## src/rtl/ext_master_arbiter.sv

```systemverilog
// Round-robin arbiter and sequencer sharing one external-master bridge port among NREQ requesters.
// Defining EXT_MASTER_TIMEOUT_EN adds an acknowledge timeout that aborts with req_err and 32'hDEAD_BEEF.
module ext_master_arbiter #(
    parameter int NREQ           = 4,
    parameter int AW             = 30,
    parameter int DW             = 32,
    parameter int TIMEOUT_CYCLES = 1024
) (
    input  logic                    clk,
    input  logic                    reset_n,
    input  logic [NREQ*AW-1:0]      req_address,
    input  logic [NREQ*(DW/8)-1:0]  req_byte_enable,
    input  logic [NREQ-1:0]         req_read,
    input  logic [NREQ-1:0]         req_write,
    input  logic [NREQ*DW-1:0]      req_write_data,
    output logic [NREQ-1:0]         req_ack,
    output logic [DW-1:0]           req_read_data,
    output logic                    req_err,
    output logic [AW-1:0]           bus_address,
    output logic [DW/8-1:0]         bus_byte_enable,
    output logic                    bus_read,
    output logic                    bus_write,
    output logic [DW-1:0]           bus_write_data,
    input  logic                    bus_acknowledge,
    input  logic [DW-1:0]           bus_read_data,
    output logic [$clog2(NREQ)-1:0] grant_id,
    output logic                    busy,
    output logic [1:0]              dbg_state
);

    localparam int BW = DW / 8;
    localparam int IW = $clog2(NREQ);

    typedef enum logic [1:0] {
        ST_IDLE  = 2'd0,
        ST_ISSUE = 2'd1,
        ST_DONE  = 2'd2
    } state_e;

    // Handshake: a requester holds req_read/req_write until its one-cycle req_ack;
    // the bus strobe and fields stay stable until bus_acknowledge is sampled in ISSUE.
    state_e           state_q, state_d;
    logic [IW-1:0]    ptr_q, ptr_d;
    logic [IW-1:0]    grant_q, grant_d;
    logic [AW-1:0]    addr_q, addr_d;
    logic [BW-1:0]    be_q, be_d;
    logic [DW-1:0]    wdata_q, wdata_d;
    logic             rd_q, rd_d;
    logic             wr_q, wr_d;
    logic [DW-1:0]    rdata_q, rdata_d;
    logic [NREQ-1:0]  ack_q, ack_d;
`ifdef EXT_MASTER_TIMEOUT_EN
    localparam logic [15:0] TO_LAST = 16'(TIMEOUT_CYCLES - 1);
    logic [15:0]      cnt_q, cnt_d;
    logic             err_q, err_d;
`else
    logic [15:0]      unused_timeout;
    assign unused_timeout = 16'(TIMEOUT_CYCLES);
`endif

    logic             win_found;
    logic [IW-1:0]    win_idx;
    logic [IW-1:0]    cand_idx;

    // Search from the pointer, wrapping modulo NREQ; first active requester wins.
    always_comb begin
        win_found = 1'b0;
        win_idx   = '0;
        cand_idx  = '0;
        for (int k = 0; k < NREQ; k++) begin
            cand_idx = IW'((int'(ptr_q) + k) % NREQ);
            if (!win_found && (req_read[cand_idx] || req_write[cand_idx])) begin
                win_found = 1'b1;
                win_idx   = cand_idx;
            end
        end
    end

    always_comb begin
        state_d = state_q;
        ptr_d   = ptr_q;
        grant_d = grant_q;
        addr_d  = addr_q;
        be_d    = be_q;
        wdata_d = wdata_q;
        rd_d    = rd_q;
        wr_d    = wr_q;
        rdata_d = rdata_q;
        ack_d   = '0;
`ifdef EXT_MASTER_TIMEOUT_EN
        cnt_d   = cnt_q;
        err_d   = 1'b0;
`endif
        unique case (state_q)
            ST_IDLE: begin
                if (win_found) begin
                    grant_d = win_idx;
                    addr_d  = req_address[int'(win_idx)*AW +: AW];
                    be_d    = req_byte_enable[int'(win_idx)*BW +: BW];
                    wdata_d = req_write_data[int'(win_idx)*DW +: DW];
                    // A read wins over a simultaneous write.
                    rd_d    = req_read[win_idx];
                    wr_d    = ~req_read[win_idx];
                    state_d = ST_ISSUE;
`ifdef EXT_MASTER_TIMEOUT_EN
                    cnt_d   = '0;
`endif
                end
            end
            ST_ISSUE: begin
                if (bus_acknowledge) begin
                    rd_d           = 1'b0;
                    wr_d           = 1'b0;
                    if (rd_q) begin
                        rdata_d = bus_read_data;
                    end
                    ack_d[grant_q] = 1'b1;
                    state_d        = ST_DONE;
                end
`ifdef EXT_MASTER_TIMEOUT_EN
                else if (cnt_q == TO_LAST) begin
                    rd_d           = 1'b0;
                    wr_d           = 1'b0;
                    rdata_d        = DW'(32'hDEAD_BEEF);
                    err_d          = 1'b1;
                    ack_d[grant_q] = 1'b1;
                    state_d        = ST_DONE;
                end else begin
                    cnt_d = cnt_q + 16'd1;
                end
`endif
            end
            ST_DONE: begin
                ptr_d   = (int'(grant_q) == NREQ - 1) ? '0 : grant_q + 1'b1;
                state_d = ST_IDLE;
            end
            default: state_d = ST_IDLE;
        endcase
    end

    always_ff @(posedge clk) begin
        if (!reset_n) begin
            state_q <= ST_IDLE;
            ptr_q   <= '0;
            grant_q <= '0;
            addr_q  <= '0;
            be_q    <= '0;
            wdata_q <= '0;
            rd_q    <= 1'b0;
            wr_q    <= 1'b0;
            rdata_q <= '0;
            ack_q   <= '0;
`ifdef EXT_MASTER_TIMEOUT_EN
            cnt_q   <= '0;
            err_q   <= 1'b0;
`endif
        end else begin
            state_q <= state_d;
            ptr_q   <= ptr_d;
            grant_q <= grant_d;
            addr_q  <= addr_d;
            be_q    <= be_d;
            wdata_q <= wdata_d;
            rd_q    <= rd_d;
            wr_q    <= wr_d;
            rdata_q <= rdata_d;
            ack_q   <= ack_d;
`ifdef EXT_MASTER_TIMEOUT_EN
            cnt_q   <= cnt_d;
            err_q   <= err_d;
`endif
        end
    end

    assign req_ack         = ack_q;
    assign req_read_data   = rdata_q;
`ifdef EXT_MASTER_TIMEOUT_EN
    assign req_err         = err_q;
`else
    assign req_err         = 1'b0;
`endif
    assign bus_address     = addr_q;
    assign bus_byte_enable = be_q;
    assign bus_read        = rd_q;
    assign bus_write       = wr_q;
    assign bus_write_data  = wdata_q;
    assign grant_id        = grant_q;
    assign busy            = (state_q != ST_IDLE);
    assign dbg_state       = state_q;

endmodule

```

## config.mk

```make
export PLATFORM = sky130hd
export DESIGN_NAME = ext_master_arbiter
export DESIGN_NICKNAME = d
export VERILOG_FILES = /design/src/rtl/ext_master_arbiter.sv
export SDC_FILE = /design/constraint.sdc
export NUM_CORES = 1
export LEC_CHECK = 0
export ABC_CLOCK_PERIOD_IN_PS = 2250
export CAP_MARGIN = 10
export CORE_AREA = 3 3 160 162
export CTS_BUF_LIST = sky130_fd_sc_hd__clkbuf_8
export CTS_CLUSTER_SIZE = 20
export DETAILED_ROUTE_END_ITERATION = 10
export DIE_AREA = 0 0 163 165
export PLACE_DENSITY_LB_ADDON = 0.25
export SLEW_MARGIN = 30
export SYNTH_ARGS = -nofsm -noshare
export SYNTH_HDL_FRONTEND = slang
export SYNTH_SLANG_ARGS = --single-unit
```

## constraint.sdc

```tcl
create_clock -name clk -period 2.25 [get_ports clk]
set_clock_uncertainty 0.2 [all_clocks]
set_input_delay 0.45 -clock clk [delete_from_list [all_inputs] [get_ports clk]]
set_output_delay 0.45 -clock clk [all_outputs]
set_load 0.01 [all_outputs]
```

==> results.md, run 1 <==
* Slowest CP cell: clkdlybuf4s50_1
* CTS HTree Levels at 3
* Via density at 4.53
* Pre-CTS setup slack at -0.480 ns
* GPL Wtd Cong at 0.832
* Die height at 165 um
* Final wirelength at 25.2 mm
* Dominant cell type by area after synthesis: dfxtp_1
* Part of the Yosys area used for sequential elements at 37.8%
* Syn avg cell area at 9.88 sq um
* CTS buffer count at 9
* Slew Limit Fails at 0
* Worst path max stage delay at 0.45 ns
* GRT Residual Overflow at 0
* RSZ-0062 raised after global routing: no
* # clock sinks at 110
* Synth area leaders: dfxtp_1, mux2i_1, nand2_1
* R2R Setup Slk at 0.10 ns
* Die W at 163 um
* Ys flop type: dfxtp_1
* Mapped Area at 0.00583 sq mm
* Area grow syn2layout at 90.2%
* DRT Pass-1 Iters at 4
* DRC viols at 0
* Starting density of the core at 24.0%
* FF-to-FF path depth at 8
* DP Cell Count at 1340
* Cells after Synth at 590
* EDFF count, synth at 0
* P_leak at 4.67 nW
* Share of the synthesized area in the top cell type at 37.8%
* # diodes at 0
* F_max at 452 MHz
* Worst R2R Start: ptr_q[1]
* First-pass GRT wire length at 36.1 mm
* Critical Path, Cell by Cell: clkdlybuf4s50_1, or2_1, o211ai_4, buf_12, clkbuf_16, buf_4, mux2i_1, o221ai_1
* CTS root buf: clkbuf_8
* Ratio of total power to cell area at 480 mW/mm^2
* Worst Setup Path Type: input pin to register
* DR WL/cell at 18.4 um
* FF-to-FF End: bus_write_data[9]
* Initial drt markers at 241
* Clk slew on worst S/H paths at 0.14 ns
* Clock buffer depth at 2
* Die area at 0.0269 sq mm
* I/O pin cnt at 417
* Clk_lat worst skew at 0.40 ns
* Final worst slack at 0.0372 ns
* Routed via count at 6189
* WP data required at 2.32 ns
* Core Footprint at 0.0242 sq mm
* Final hold vios at 0
* Final setup viols at 0
* VDD IR-drop max at 0.000294 V
* Largest net degree at the start of global routing at 49
* Initial antenna violation count at 2
* Run status: completed
* Antenna-violating nets left at 0
* Row count at 57
* Fin nets at 1349
* Hold Startpoint: req_read_data[23]
* Maximum Capacitance Violations at 0
* CTS tree: done
* Vias in the first global route at 6313
* Yosys cell types at 46
* Ys Warns at 0
* Fillers at 2330
* Crit end category: register
* DP HPWL at 19.3 mm
* IO Port Bufs at 415
* Crit path max fanout at 6
* Crit path max-delay family: buffers and inverters
* Crit path buffers/inverters at 4
* Gr usage total at 17.2%
* Final worst path period share at 98.3%
* Share of layout cells above drive strength 1 at 11.1%
* Hold Crit Depth at 2
* Min Tclk post-route at 2.21 ns
* CP Launch Type: input pin
* Final non-filler cell total at 1367
* Synth Net Count at 901
* Crit path DAT at 2.29 ns
* Hold Path Sink: req_read_data[23]
* Synth Register Bits at 110
* Worst min path class: register to register
* Asr flop ratio synth at 0%
[synth_stat cells, drive strengths merged (2+ instances only)]
| master | number |
|---|---|
| a21boi | 33 |
| a21oi | 5 |
| and2 | 5 |
| buf | 17 |
| bufbuf | 5 |
| clkbuf | 25 |
| dfxtp | 110 |
| ha | 4 |
| inv | 2 |
| mux2i | 133 |
| nand2 | 137 |
| nand2b | 2 |
| nor2 | 8 |
| nor2b | 5 |
| nor3b | 2 |
| o211ai | 2 |
| o21a | 2 |
| o21ai | 3 |
| o21bai | 3 |
| o221ai | 68 |
| or2 | 4 |
[power by group]
part,switching [W],total (W),internal (W)
registers,0.0000830,0.00218,0.00210
clock network,0.000844,0.00130,0.000453
logic,0.000665,0.00184,0.00118
[final cells by class]
cell class | instances | area, sq um | area share (%)
Tap cell | 324 | 405 | 3.66
Sequential cell | 110 | 2210 | 19.9
Inverter | 2 | 7.51 | 0.0677
Clock inverter | 7 | 83.8 | 0.756
Timing Repair Buffer | 484 | 5000 | 45.1
Clock buffer | 9 | 124 | 1.12
Multi-Input combinational cell | 431 | 3260 | 29.4
[tightest hold or removal path, delay by kind of cell, from the launching register on]
family          cells  cell delay, ns
compound gates      1            0.05
flops               1            0.33
simple gates        1            0.05
[metrics by stage]
step	total power [W]	TNS (ns)	instance area (sq um)	hold WS, ns	util [%]
finish	0.00532	0	11100	0.261	45.7
global route	0.00559	0	11100	0.281	45.7
CTS	0.00532	-0.00626	10800	0.263	44.7
detailed placement	0.00399	-29.69	10600	0.244	43.8
global placement	0.00398	-28.20	10600	0.239	43.8
floorplan	0.00292	0	5830	0.279	-
[cell families (layout without fill, tap and decap cells)]
kind of cell / after synthesis / in the layout / synth area share (%)
other: 1 / 1 / 0.0643
multiplexers: 133 / 133 / 22.8
adder cells (fa/ha/maj): 4 / 4 / 0.858
flip-flops: 110 / 110 / 37.8
AND/OR/NAND/NOR: 169 / 169 / 12.3
AO/OA/AOI/OAI: 124 / 124 / 18.6
buffers and inverters: 49 / 502 / 7.55
[placed cells by master (no fill, tap or decap), drive strengths merged, types with 4 or more instances in the layout]
master	n
mux2i	133
a21oi	5
dlymetal6s2s	4
or2	4
clkdlybuf4s50	408
nor2b	5
dfxtp	110
nor2	8
clkbuf	15
inv	6
o221ai	68
a21boi	33
ha	4
and2	5
nand2	137
buf	63
[worst max-delay path by stage]
stage / startpoint / endpoint / slack (ns) / cells after the start
after floorplan: req_read[1] / bus_address[11] / 0.15 / 8
after global placement: req_write[0] / bus_write_data[5] / -0.46 / 8
after detailed placement: req_read[0] / bus_address[1] / -0.48 / 8
after CTS: req_write[2] / bus_address[1] / -0.006 / 8
after global routing: req_read[3] / bus_write_data[27] / 0.03 / 8
final: req_read[3] / bus_write_data[9] / 0.04 / 8
[state kept, by name, indices dropped and copies added (netlist names)]
register,cells
dbg_state,2
req_ack,4
grant_id,2
req_read_data,32
bus_write,1
bus_write_data,32
ptr_q,2
bus_address,30
bus_byte_enable,4
bus_read,1
[timing repair]
item                                   4_1_cts  5_1_grt
resized for setup                            7       16
pin swaps                                    0        3
hold buffers                                 0        0
gates cloned                                 0        6
endpoints found under the hold margin        0        0
setup endpoints to repair                   10       67
setup buffers                                2        3
[routing by layer]
layer	vias up	track usage [%]	part of all wire (%)	routed length (um)
met2	251	30.6	51	12800
li1	3057	-	-	-
met4	4	4.08	1.4	359
met3	23	5.64	8.4	2110
met5	-	0	0.11	27
met1	2854	19.9	39	9930
(Power assumes the default switching activity.)
==> run 2: changes to the inputs <==
CTS_CLUSTER_SIZE = 28   (was 20)
GPL_ROUTABILITY_DRIVEN = 0   (was not set)
==> results of run 2 <==
The final DEF is identical to that of run 1; final timing and power are the same.
==> run 3: changes to the inputs <==
SETUP_SLACK_MARGIN = 0.5   (was not set)
==> results.md, run 3 (same netlist as run 1, synthesis figures left out) <==
* Die area at 0.0269 sq mm (unchanged)
* Initial antenna violation count at 3 (was 2)
* Core Footprint at 0.0242 sq mm (unchanged)
* F_max at 466 MHz (was 452 MHz)
* CTS buffer count at 9 (unchanged)
* DP HPWL at 19.3 mm (about the same)
* Routed via count at 6376 (was 6189)
* Die W at 163 um (unchanged)
* Clk_lat worst skew at 0.39 ns (was 0.40 ns)
* Crit end category: register (unchanged)
* Maximum Capacitance Violations at 0 (unchanged)
* Worst Setup Path Type: input pin to register (unchanged)
* CP Launch Type: input pin (unchanged)
* Vias in the first global route at 6271 (was 6313)
* CTS HTree Levels at 3 (unchanged)
* Most common cell after layout, fill and taps aside: clkdlybuf4s50_1 (unchanged)
* Final hold vios at 0 (unchanged)
* Row count at 57 (unchanged)
* WP data required at 2.31 ns (was 2.32 ns)
* Largest net degree at the start of global routing at 43 (was 49)
* Min Tclk post-route at 2.15 ns (was 2.21 ns)
* Final worst slack at 0.103 ns (was 0.0372 ns)
* Die height at 165 um (unchanged)
* DR WL/cell at 19.9 um (was 18.4 um)
* P_leak at 5.28 nW (was 4.67 nW)
* I/O pin cnt at 417 (unchanged)
* Worst min path class: register to register (unchanged)
* Clock buffer depth at 2 (unchanged)
* Fin nets at 1366 (was 1349)
* Clk slew on worst S/H paths at 0.11 ns (was 0.14 ns)
* GRT Residual Overflow at 0 (unchanged)
* Via density at 4.60 (was 4.53)
* VDD IR-drop max at 0.000390 V (was 0.000294 V)
* Share of layout cells above drive strength 1 at 16.6% (was 11.1%)
* Area of the multi-input gates at 0.00351 sq mm (was 0.00326 sq mm)
* CTS tree: done (unchanged)
* Initial drt markers at 225 (was 241)
* Run status: completed (unchanged)
* Worst path max stage delay at 0.36 ns (was 0.45 ns)
* Antenna-violating nets left at 0 (unchanged)
* CTS root buf: clkbuf_8 (unchanged)
* Final worst path period share at 95.4% (was 98.3%)
* Total negative slack at 0 ns (unchanged)
* CP most frequent cell: buf_6
* Most frequent cells in the layout: clkdlybuf4s50_1, nand2_1, mux2i_1 (unchanged)
* Slowest CP cell: a211o_1 (was clkdlybuf4s50_1)
* RSZ-0062 raised after global routing: yes (was no)
* Hold_buf cts at 0 (unchanged)
* Final wirelength at 27.5 mm (was 25.2 mm)
* DRT Pass-1 Iters at 4 (unchanged)
* Ratio of total power to cell area at 471 mW/mm^2 (was 480 mW/mm^2)
* Crit path DAT at 2.21 ns (was 2.29 ns)
* IO Port Bufs at 415 (unchanged)
* DRC viols at 0 (unchanged)
* Area grow syn2layout at 102% (was 90.2%)
* Critical Path, Cell by Cell: clkdlybuf4s15_1, nor2_2, a211o_1, o211ai_4, buf_6, buf_12, buf_4, buf_6, mux2i_2, o221ai_1 (was clkdlybuf4s50_1, or2_1, o211ai_4, buf_12, clkbuf_16, buf_4, mux2i_1, o221ai_1)
* # clock sinks at 110 (unchanged)
* Gr usage total at 18.7% (was 17.2%)
* Pre-CTS setup slack at -0.444 ns (was -0.480 ns)
* Final setup viols at 0 (unchanged)
* Starting density of the core at 24.0% (unchanged)
* First-pass GRT wire length at 38.4 mm (was 36.1 mm)
* Fillers at 2242 (was 2330)
* Slew Limit Fails at 0 (unchanged)
* Crit path max fanout at 5 (was 6)
* Overall Power at 0.00554 W (was 0.00532 W)
* Register Area at 0.00222 sq mm (was 0.00221 sq mm)
* WHS at 0.255 ns (was 0.261 ns)
==> run 3: worst max-delay path: cells and delay by family <==
family                 cells  cell delay (ns)
AND/OR/NAND/NOR            1             0.10
AO/OA/AOI/OAI              3             0.62
buffers and inverters      5             0.81
multiplexers               1             0.23
==> run 3: timing repair <==
| item | CTS | global route |
|---|---|---|
| endpoints found under the setup margin | 179 | 89 |
| cloned | 14 | 3 |
| setup buffers | 22 | 6 |
| pin swaps | 11 | 11 |
| gates resized for setup | 207 | 65 |
==> run 3: final cells by class <==
class	instances	share of cell area, %
clock inverters	7	0.798
multi-input cells	431	29.8
clock buffers	9	1.05
inverters	2	0.0638
repair buffers	501	45.9
flip-flops and latches	110	18.9
diodes	2	0.0426
well taps	324	3.45
==> run 3: through the flow <==
step	util (%)	instances	instance area, sq um
6_report	48.5	1386	11800
5_1_grt	48.5	1386	11800
4_1_cts	47.2	1375	11500
3_5_place_dp	43.2	1323	10500
3_3_place_gp	43.2	1323	10500
2_1_floorplan	-	590	5850
==> run 3: power by group <==
| group | internal [W] | leakage [nW] | total [W] | switching (W) |
|---|---|---|---|---|
| Clock | 0.000544 | 0.110 | 0.00135 | 0.000804 |
| Combinational | 0.00126 | 4.26 | 0.00201 | 0.000751 |
| Sequential | 0.00210 | 0.905 | 0.00218 | 0.0000808 |
==> run 3: path summary, 6_finish.rpt <==
| path | from | endpoint | slack (ns) | cells past startpoint |
|---|---|---|---|---|
| worst max register to register | ptr_q[1] | bus_byte_enable[3] | 0.12 | 9 |
| worst max-delay path | req_write[2] | bus_byte_enable[3] | 0.10 | 10 |
| worst min-delay path | req_read_data[14] | req_read_data[14] | 0.26 | 2 |
| worst min register to register | req_read_data[14] | req_read_data[14] | 0.26 | 2 |
==> run 3: metal layers <==
metal / wire length, um / GRT usage (%)
met5: 13 / 0
met4: 386 / 4.08
met3: 2060 / 5.72
met2: 14000 / 33.1
met1: 11000 / 22.4
